==> src/rtl/matmul_pkg.sv <==
// -----------------------------------------------------------------------------
// matmul_pkg
// Shared definitions for the 3x3 (N x N) matrix-multiply sequencer:
//   - state_e       : sequencer FSM states
//   - *_BASE_DEF    : default byte base addresses of the A, B and C regions
//   - WORD_BYTES    : byte stride between consecutive matrix elements
//   - IDX_W         : width of the i/j/k loop indices (enough for N up to 4)
//   - elem_addr()   : row-major element byte-address helper
// -----------------------------------------------------------------------------
package matmul_pkg;

    typedef enum logic [2:0] {
        IDLE = 3'd0,
        RD_A = 3'd1,
        RD_B = 3'd2,
        WR   = 3'd3,
        DONE = 3'd4
    } state_e;

    localparam logic [31:0] A_BASE_DEF = 32'h0000_0200;
    localparam logic [31:0] B_BASE_DEF = 32'h0000_0300;
    localparam logic [31:0] C_BASE_DEF = 32'h0000_0100;
    localparam logic [31:0] WORD_BYTES = 32'd4;
    localparam int          IDX_W      = 3;

    // Byte address of element [row][col] of an n-column row-major matrix.
    function automatic logic [31:0] elem_addr(input logic [31:0]      base,
                                              input logic [IDX_W-1:0] row,
                                              input logic [IDX_W-1:0] col,
                                              input int               n);
        logic [31:0] idx;
        idx = 32'(row) * 32'(n) + 32'(col);
        return base + idx * WORD_BYTES;
    endfunction

endpackage

==> src/rtl/matmul_sequencer_if.sv <==
// -----------------------------------------------------------------------------
// matmul_sequencer_if
// Control handshake plus memory-master bus of the matmul sequencer.
//   start    : run request (host -> sequencer)
//   busy     : sequencer active (not IDLE)
//   done     : one-cycle completion pulse
//   memread  : memory read strobe
//   memwrite : memory write strobe
//   address  : memory byte address
//   data_in  : write data towards memory
//   data_out : combinational read data from memory
// modport master : the sequencer side; modport slave : memory/host side.
// -----------------------------------------------------------------------------
interface matmul_sequencer_if;

    logic        start;
    logic        busy;
    logic        done;
    logic        memread;
    logic        memwrite;
    logic [31:0] address;
    logic [31:0] data_in;
    logic [31:0] data_out;

    modport master (
        input  start,
        input  data_out,
        output busy,
        output done,
        output memread,
        output memwrite,
        output address,
        output data_in
    );

    modport slave (
        output start,
        output data_out,
        input  busy,
        input  done,
        input  memread,
        input  memwrite,
        input  address,
        input  data_in
    );

endinterface

==> src/rtl/matmul_addr_gen.sv <==
// -----------------------------------------------------------------------------
// matmul_addr_gen
// Combinational memory address generator for the matmul sequencer.
// Ports:
//   state_s   in  : current sequencer state
//   i_s, j_s, k_s in : row / column / inner loop indices
//   address_s out : A[i][k] in RD_A, B[k][j] in RD_B, C[i][j] in WR, else 0
// -----------------------------------------------------------------------------
module matmul_addr_gen
    import matmul_pkg::*;
#(
    parameter int          N      = 3,
    parameter logic [31:0] A_BASE = A_BASE_DEF,
    parameter logic [31:0] B_BASE = B_BASE_DEF,
    parameter logic [31:0] C_BASE = C_BASE_DEF
) (
    input  state_e           state_s,
    input  logic [IDX_W-1:0] i_s,
    input  logic [IDX_W-1:0] j_s,
    input  logic [IDX_W-1:0] k_s,
    output logic [31:0]      address_s
);

    // State-to-address decode; any state without a strobe drives 0.
    always_comb begin
        address_s = 32'd0;
        case (state_s)
            RD_A:    address_s = elem_addr(A_BASE, i_s, k_s, N);
            RD_B:    address_s = elem_addr(B_BASE, k_s, j_s, N);
            WR:      address_s = elem_addr(C_BASE, i_s, j_s, N);
            default: address_s = 32'd0;
        endcase
    end

endmodule

==> src/rtl/matmul_sequencer.sv <==
// -----------------------------------------------------------------------------
// matmul_sequencer
// Computes C = A x B (N x N, unsigned, modulo 2^32) by driving the main data
// memory directly: each C element takes N (read A, read B) pairs followed by
// one write. All bus outputs decode registered state, so they hold steady for
// the whole cycle and fall to 0 as soon as reset asserts.
// Ports:
//   clk   in : rising-edge clock
//   reset in : asynchronous active-high reset
//   bus       : matmul_sequencer_if.master (start/busy/done + memory bus)
// -----------------------------------------------------------------------------
module matmul_sequencer
    import matmul_pkg::*;
#(
    parameter int          N      = 3,
    parameter logic [31:0] A_BASE = A_BASE_DEF,
    parameter logic [31:0] B_BASE = B_BASE_DEF,
    parameter logic [31:0] C_BASE = C_BASE_DEF
) (
    input  logic               clk,
    input  logic               reset,
    matmul_sequencer_if.master bus
);

    localparam logic [IDX_W-1:0] LAST = IDX_W'(N - 1);
    localparam logic [IDX_W-1:0] ONE  = IDX_W'(1);

    state_e           state_q, state_d;
    logic [IDX_W-1:0] i_q, i_d;
    logic [IDX_W-1:0] j_q, j_d;
    logic [IDX_W-1:0] k_q, k_d;
    logic [31:0]      a_reg_q, a_reg_d;
    logic [31:0]      acc_q, acc_d;
    logic [31:0]      prod_s;
    logic [31:0]      address_s;

    // State and datapath registers.
    always_ff @(posedge clk or posedge reset) begin
        if (reset) begin
            state_q <= IDLE;
            i_q     <= '0;
            j_q     <= '0;
            k_q     <= '0;
            a_reg_q <= 32'd0;
            acc_q   <= 32'd0;
        end else begin
            state_q <= state_d;
            i_q     <= i_d;
            j_q     <= j_d;
            k_q     <= k_d;
            a_reg_q <= a_reg_d;
            acc_q   <= acc_d;
        end
    end

    // Next-state, loop-index and multiply-accumulate logic.
    always_comb begin
        state_d = state_q;
        i_d     = i_q;
        j_d     = j_q;
        k_d     = k_q;
        a_reg_d = a_reg_q;
        acc_d   = acc_q;
        // Low 32 bits of the product only; the accumulator simply wraps.
        prod_s  = a_reg_q * bus.data_out;
        case (state_q)
            IDLE: begin
                if (bus.start) begin
                    i_d     = '0;
                    j_d     = '0;
                    k_d     = '0;
                    acc_d   = 32'd0;
                    state_d = RD_A;
                end else begin
                    state_d = IDLE;
                end
            end
            RD_A: begin
                a_reg_d = bus.data_out;
                state_d = RD_B;
            end
            RD_B: begin
                acc_d = acc_q + prod_s;
                if (k_q < LAST) begin
                    k_d     = k_q + ONE;
                    state_d = RD_A;
                end else begin
                    k_d     = '0;
                    state_d = WR;
                end
            end
            WR: begin
                acc_d = 32'd0;
                if (j_q == LAST) begin
                    j_d = '0;
                    if (i_q == LAST) begin
                        i_d = '0;
                    end else begin
                        i_d = i_q + ONE;
                    end
                end else begin
                    j_d = j_q + ONE;
                end
                if ((i_q == LAST) && (j_q == LAST)) begin
                    state_d = DONE;
                end else begin
                    state_d = RD_A;
                end
            end
            DONE: begin
                state_d = IDLE;
            end
            default: begin
                state_d = IDLE;
            end
        endcase
    end

    matmul_addr_gen #(
        .N      (N),
        .A_BASE (A_BASE),
        .B_BASE (B_BASE),
        .C_BASE (C_BASE)
    ) u_addr_gen (
        .state_s   (state_q),
        .i_s       (i_q),
        .j_s       (j_q),
        .k_s       (k_q),
        .address_s (address_s)
    );

    assign bus.busy     = (state_q != IDLE);
    assign bus.done     = (state_q == DONE);
    assign bus.memread  = (state_q == RD_A) || (state_q == RD_B);
    assign bus.memwrite = (state_q == WR);
    assign bus.address  = address_s;
    assign bus.data_in  = (state_q == WR) ? acc_q : 32'd0;

endmodule

==> src/flat_wrapper.sv <==
// flat-port wrapper written by rule: the top's interface ports become plain ports
module matmul_sequencer_flat import matmul_pkg::*;
#(
    parameter int          N      = 3,
    parameter logic [31:0] A_BASE = A_BASE_DEF,
    parameter logic [31:0] B_BASE = B_BASE_DEF,
    parameter logic [31:0] C_BASE = C_BASE_DEF
)
  (clk, reset, bus_start, bus_data_out, bus_busy, bus_done, bus_memread, bus_memwrite, bus_address, bus_data_in);
  matmul_sequencer_if bus_i ();
  input  logic clk;
  input  logic reset;
  input wire logic [$bits(bus_i.start)-1:0] bus_start;
  input wire logic [$bits(bus_i.data_out)-1:0] bus_data_out;
  output wire logic [$bits(bus_i.busy)-1:0] bus_busy;
  output wire logic [$bits(bus_i.done)-1:0] bus_done;
  output wire logic [$bits(bus_i.memread)-1:0] bus_memread;
  output wire logic [$bits(bus_i.memwrite)-1:0] bus_memwrite;
  output wire logic [$bits(bus_i.address)-1:0] bus_address;
  output wire logic [$bits(bus_i.data_in)-1:0] bus_data_in;
  assign bus_i.start = bus_start;
  assign bus_i.data_out = bus_data_out;
  assign bus_busy = bus_i.busy;
  assign bus_done = bus_i.done;
  assign bus_memread = bus_i.memread;
  assign bus_memwrite = bus_i.memwrite;
  assign bus_address = bus_i.address;
  assign bus_data_in = bus_i.data_in;
  matmul_sequencer #(.N(N), .A_BASE(A_BASE), .B_BASE(B_BASE), .C_BASE(C_BASE)) u_core (.clk(clk), .reset(reset), .bus(bus_i));
endmodule
==> config.mk <==
export PLATFORM = sky130hd
export DESIGN_NAME = matmul_sequencer_flat
export DESIGN_NICKNAME = d
export VERILOG_FILES = /design/src/rtl/matmul_pkg.sv /design/src/rtl/matmul_sequencer_if.sv /design/src/rtl/matmul_addr_gen.sv /design/src/rtl/matmul_sequencer.sv /design/src/flat_wrapper.sv
export SDC_FILE = /design/constraint.sdc
export NUM_CORES = 1
export LEC_CHECK = 0
export ABC_AREA = 1
export BUFFER_PORTS_ARGS = -buffer_cell sky130_fd_sc_hd__buf_4
export CORE_MARGIN = 5
export CORE_UTILIZATION = 44
export CTS_CLUSTER_SIZE = 30
export DETAILED_ROUTE_END_ITERATION = 10
export GPL_TIMING_DRIVEN = 0
export HOLD_SLACK_MARGIN = 0.08
export PLACE_DENSITY = 0.68
export SETUP_SLACK_MARGIN = 0.05
export SLEW_MARGIN = 20
export SYNTH_ARGS = -nofsm -noshare
export SYNTH_HDL_FRONTEND = slang
export SYNTH_SLANG_ARGS = --single-unit
export TNS_END_PERCENT = 100
==> constraint.sdc <==
create_clock -name clk -period 8.46 [get_ports clk]
set_clock_uncertainty 0.05 [all_clocks]
set_input_delay 1.692 -clock clk [delete_from_list [all_inputs] [get_ports clk]]
set_output_delay 1.692 -clock clk [all_outputs]
set_load 0.01 [all_outputs]
==> results of run 1 <==
critical path: cells and delay by family:
family / cells / cell delay [ps]
and+or+nand+nor: 9 / 1000
adders and majority gates: 9 / 4420
AOI/OAI and AO/OA: 4 / 400
buffers and inverters: 9 / 890
repair_timing:
action | CTS | global route
gates resized for setup | 24 | 40
endpoints found under the setup margin | 13 | 13
hold endpoints to repair | 0 | 0
metal layers:
layer	wire, um	GRT usage [%]
met5	0	0
met2	30000	39.2
met4	3370	12.0
met3	5790	5.03
met1	25000	31.9
flip-flops by register name (all words and copies together), names as in the netlist:
name,cells
u_core.a_reg_q,32
u_core.acc_q,32
u_core.i_q,3
u_core.j_q,3
u_core.k_q,3
u_core.state_q,3
worst paths after layout:
path | startpoint | end | slack, ps | cells after the start
max | bus_data_out[5] | u_core.acc_q[28] | 250 | 31
min | u_core.acc_q[31] | u_core.acc_q[31] | 470 | 2
max reg2reg | u_core.a_reg_q[3] | u_core.acc_q[23] | 350 | 24
min reg2reg | u_core.acc_q[31] | u_core.acc_q[31] | 470 | 2
max in group asynchronous | reset | u_core.acc_q[19] | 6460 | 3
min in group asynchronous | reset | u_core.a_reg_q[1] | 1280 | 2
synthesized netlist by cell type (9+ instances only):
cell type    n  share of area, %
fa_1       443                41
xor2_1      13              0.53
ha_1       137               7.9
inv_1      912                16
nor2_1      74               1.3
buf_4       37               1.3
mux2_2      32               1.7
clkbuf_1    90               1.6
xnor2_1      9              0.37
o21ai_0     57               1.3
dfrtp_1     76               8.8
o22ai_1     17              0.49
buf_2       15              0.35
a21oi_1     45               1.0
nand2_1    740                13
nand3_1     52               1.2
layout make-up:
cell class	instances	area, um^2
fill	4807	25300
multi-input combinational	1700	15700
timing repair buffer	68	531
tap	664	831
antenna	3	7.51
sequential	76	1900
buffer	145	774
clock inverter	6	78.8
clock buffer	10	239
inverter	920	3460
logic make-up after synthesis:
| kind of cell | synth area share, % |
|---|---|
| other cells | 0.0174 |
| compound gates | 3.75 |
| simple gates | 16.4 |
| xor+xnor | 0.893 |
| mux | 1.67 |
| fa+ha+maj | 49.1 |
| flops | 8.82 |
| buf+inv | 19.4 |
stage by stage:
step	util, %	area (um^2)	instances
final	48.2	23500	3592
after detailed placement	47.2	23000	3577
after floorplan	-	21700	2845
after global routing	48.2	23500	3592
after global placement	47.2	23000	3576
after CTS	47.9	23400	3591
==> run metrics, run 1 <==
final WL 64.2 mm; Critical Path RT 8670 ps; Post-synth ARST share 100%; Ports 103; global route overflow 0; post-synthesis register bit count 76; Max stage delay on crit path 560 ps; CP Launch Type primary input; RSZ-0062 raised after global routing yes; Placement Setup Slack -1220 ps; post-synthesis cell type count 42; Final ANT Viol Nets 0; worst slew pin tran 1270 ps; clock root buffer clkbuf_16; Rel. slew slack 15.4%; CP max-delay cell fa_1; H-tree levels 3; CTS clk-pin slew, worst paths 70 ps; layout cells sized above 1 7.93%; Post-route DRC 0; CTS Hold Buffers Added 0; critical path class in -> reg; total die area 53,600 um^2; Final HPWL DP 53.6 mm; Buffers on Ports 67; number of synthesized flops with an enable pin 0; Critical Path AT 8420 ps; DR pass1 iterations 6; sequential area share after synthesis 8.82%; Core Rows 81; drt initial violations 1,387; detailed-route wire length per cell 17.9 um; min Tclk post-route 8210 ps; Mapped Area 21,600 um^2; status finished clean; area delta synth->final 8.89%; Initial Utilization 44.2%; core area 48,700 um^2; Worst-Skew Late Latency 380 ps; Avg Inst Size Synth 7.64 um^2; initial antenna violation count 3; post-route setup TNS 0 ps; commonest non-fill, non-tap cell in the layout inv_1; max_cap viols 0; via count 17,400; first-pass GRT wire length 99.7 mm; total track usage 24.5%; CTS Buf Count 9; most used flip-flop cell after synthesis dfrtp_1; critical path fanouts, max 10; largest net degree at the start of global routing 48; Die X 231 um; # setup viols final 0; Final Cycle Share 97.1%; CTS tree built; hold crit path type reg -> reg; vias in the first global route 17,500; final hold vios 0; Ys Warns 0; Post-CTS Repair Setup Buffers 0; Final Slew Violations 0; Final Wtd Congestion 0.940; cell count after synthesis 2,822; most frequent CP cell fa_1; maximum clock frequency 122 MHz; final worst setup slack 248 ps; layout net count 3,535; commonest cells after routing, fill and taps aside inv_1, nand2_1, fa_1, ha_1, buf_4; Hold Worst Slack 468 ps; Via density 4.85; die height 231 um; endpoint type of the worst setup path flop; CTS max path bufs 2; Sink Count 76
Power of run 1 is not shown: default switching activity piles up to over one toggle a cycle in this logic, so the estimate is an artifact.
==> inputs of run 2 (changes only) <==
--- a/config.mk
+++ b/config.mk
@@ -8,12 +8,12 @@
 export ABC_AREA = 1
 export BUFFER_PORTS_ARGS = -buffer_cell sky130_fd_sc_hd__buf_4
 export CORE_MARGIN = 5
-export CORE_UTILIZATION = 44
+export CORE_UTILIZATION = 45
 export CTS_CLUSTER_SIZE = 30
 export DETAILED_ROUTE_END_ITERATION = 10
-export GPL_TIMING_DRIVEN = 0
+export GPL_TIMING_DRIVEN = 1
 export HOLD_SLACK_MARGIN = 0.08
-export PLACE_DENSITY = 0.68
+export PLACE_DENSITY = 0.69
 export SETUP_SLACK_MARGIN = 0.05
 export SLEW_MARGIN = 20
 export SYNTH_ARGS = -nofsm -noshare
==> run metrics, run 2 (synthesis gave the netlist of run 1 again) <==
Via density 4.82; Final Wtd Congestion 0.891; status finished clean; Regs by FF count u_core.a_reg_q x32, u_core.acc_q x32; CTS max path bufs 2; Ports 103; global route overflow 0; M3 GR Usage 2.26%; core area 47,500 um^2; DR pass1 iterations 6; commonest non-fill, non-tap cell in the layout inv_1; Resized Gates After CTS 0; area delta synth->final 5.81%; Die X 229 um; critical path class in -> reg; crit path launch bus_data_out[2]; layout cells sized above 1 6.42%; max_cap viols 0; Rel. slew slack 30.1%; Reg2Reg Depth 28; die height 229 um; drt initial violations 1,157; Critical Path AT 8020 ps; global routing's busiest layer met2; maximum clock frequency 127 MHz; clock root buffer clkbuf_16; Sink Count 76; hold crit path type reg -> reg; CTS Hold Buffers Added 0; final hold vios 0; GR Layer Usage met1 30.9%; CTS Buf Count 9; first-pass GRT wire length 90.8 mm; total track usage 21.5%; # setup viols final 0; FF-to-FF End u_core.acc_q[22]; Final HPWL DP 45.4 mm; CTS tree built; detailed-route wire length per cell 16.0 um; total die area 52,400 um^2; flop-to-flop setup slack 1210 ps; commonest cells after routing, fill and taps aside inv_1, nand2_1, fa_1, ha_1, buf_4; final WL 55.0 mm; Antenna Diode Count 0; RSZ-0062 raised after global routing no; Final Cycle Share 93.1%; routing usage on met2 35.7%; endpoint type of the worst setup path flop; Post-CTS Repair Setup Buffers 0; Initial Utilization 45.4%; vias in the first global route 17,000; CTS clk-pin slew, worst paths 70 ps; Worst-Skew Late Latency 360 ps; H-tree levels 3; worst slew pin tran 1050 ps; Final ANT Viol Nets 0; Core Rows 80; Final Slew Violations 0; FF-to-FF Start u_core.a_reg_q[11]; worst setup path endpoint u_core.acc_q[25]; fill count 4,596; largest net degree at the start of global routing 51; via count 16,600; initial antenna violation count 0; Post-route DRC 0; post-route setup TNS 0 ps; critical path fanouts, max 17; Buffers on Ports 78; min Tclk post-route 7870 ps; layout net count 3,429; Critical Path RT 8610 ps; CP Launch Type primary input
run 2: routing by layer:
metal  vias to the layer above  routed length [um]
met1                      8184               24300
met4                         0                1120
met2                       509               26100
li1                       7809                   -
met5                         -                   0
met3                        56                3370
run 2: cell type report:
type	count	area, um^2	area share, %
Sequential cell	76	1900	8.33
Multi-Input combinational cell	1700	15600	68.2
Inverter	920	3450	15.1
Clock inverter	7	87.6	0.384
Clock buffer	9	225	0.987
Tap cell	615	769	3.37
Timing Repair Buffer	107	816	3.57
run 2: worst max-delay path, stage by stage:
cell and delay, ps:
buf_4 180, buf_4 230, nand2_1 80, inv_1 60, fa_1 530, inv_1 50
fa_1 470, inv_1 50, fa_1 490, inv_1 60, fa_1 520, inv_1 50
fa_1 480, fa_1 520, fa_1 530, inv_1 60, fa_1 490, inv_1 40
ha_1 340, nand2_1 150, nor4_1 420, nand3_1 130, nand3_1 110, a21oi_1 60
o21ai_0 90, o21ai_0 100
run 2: worst min path at each step:
| stage | cells after the start | to | slack, ps | from |
|---|---|---|---|---|
| after floorplan | 2 | u_core.acc_q[31] | 420 | u_core.acc_q[31] |
| after global placement | 1 | u_core.a_reg_q[31] | 470 | u_core.a_reg_q[31] |
| after detailed placement | 1 | u_core.a_reg_q[31] | 480 | u_core.a_reg_q[31] |
| after CTS | 1 | u_core.a_reg_q[31] | 490 | u_core.a_reg_q[31] |
| after global routing | 1 | u_core.a_reg_q[31] | 510 | u_core.a_reg_q[31] |
| final | 1 | u_core.a_reg_q[31] | 490 | u_core.a_reg_q[31] |
run 2: metrics by stage:
step / cells / instance area [um^2] / util, % / hold slack, ps / setup slack, ps
6_report: 3434 / 22800 / 48.0 / 493 / 588
5_1_grt: 3434 / 22800 / 48.0 / 510 / 215
4_1_cts: 3434 / 22800 / 48.0 / 491 / 562
3_5_place_dp: 3418 / 22500 / 47.3 / 475 / 207
3_3_place_gp: 3418 / 22500 / 47.3 / 468 / 271
2_1_floorplan: 2845 / 21700 / - / 421 / 569
Power of run 2 is left out for the same reason.
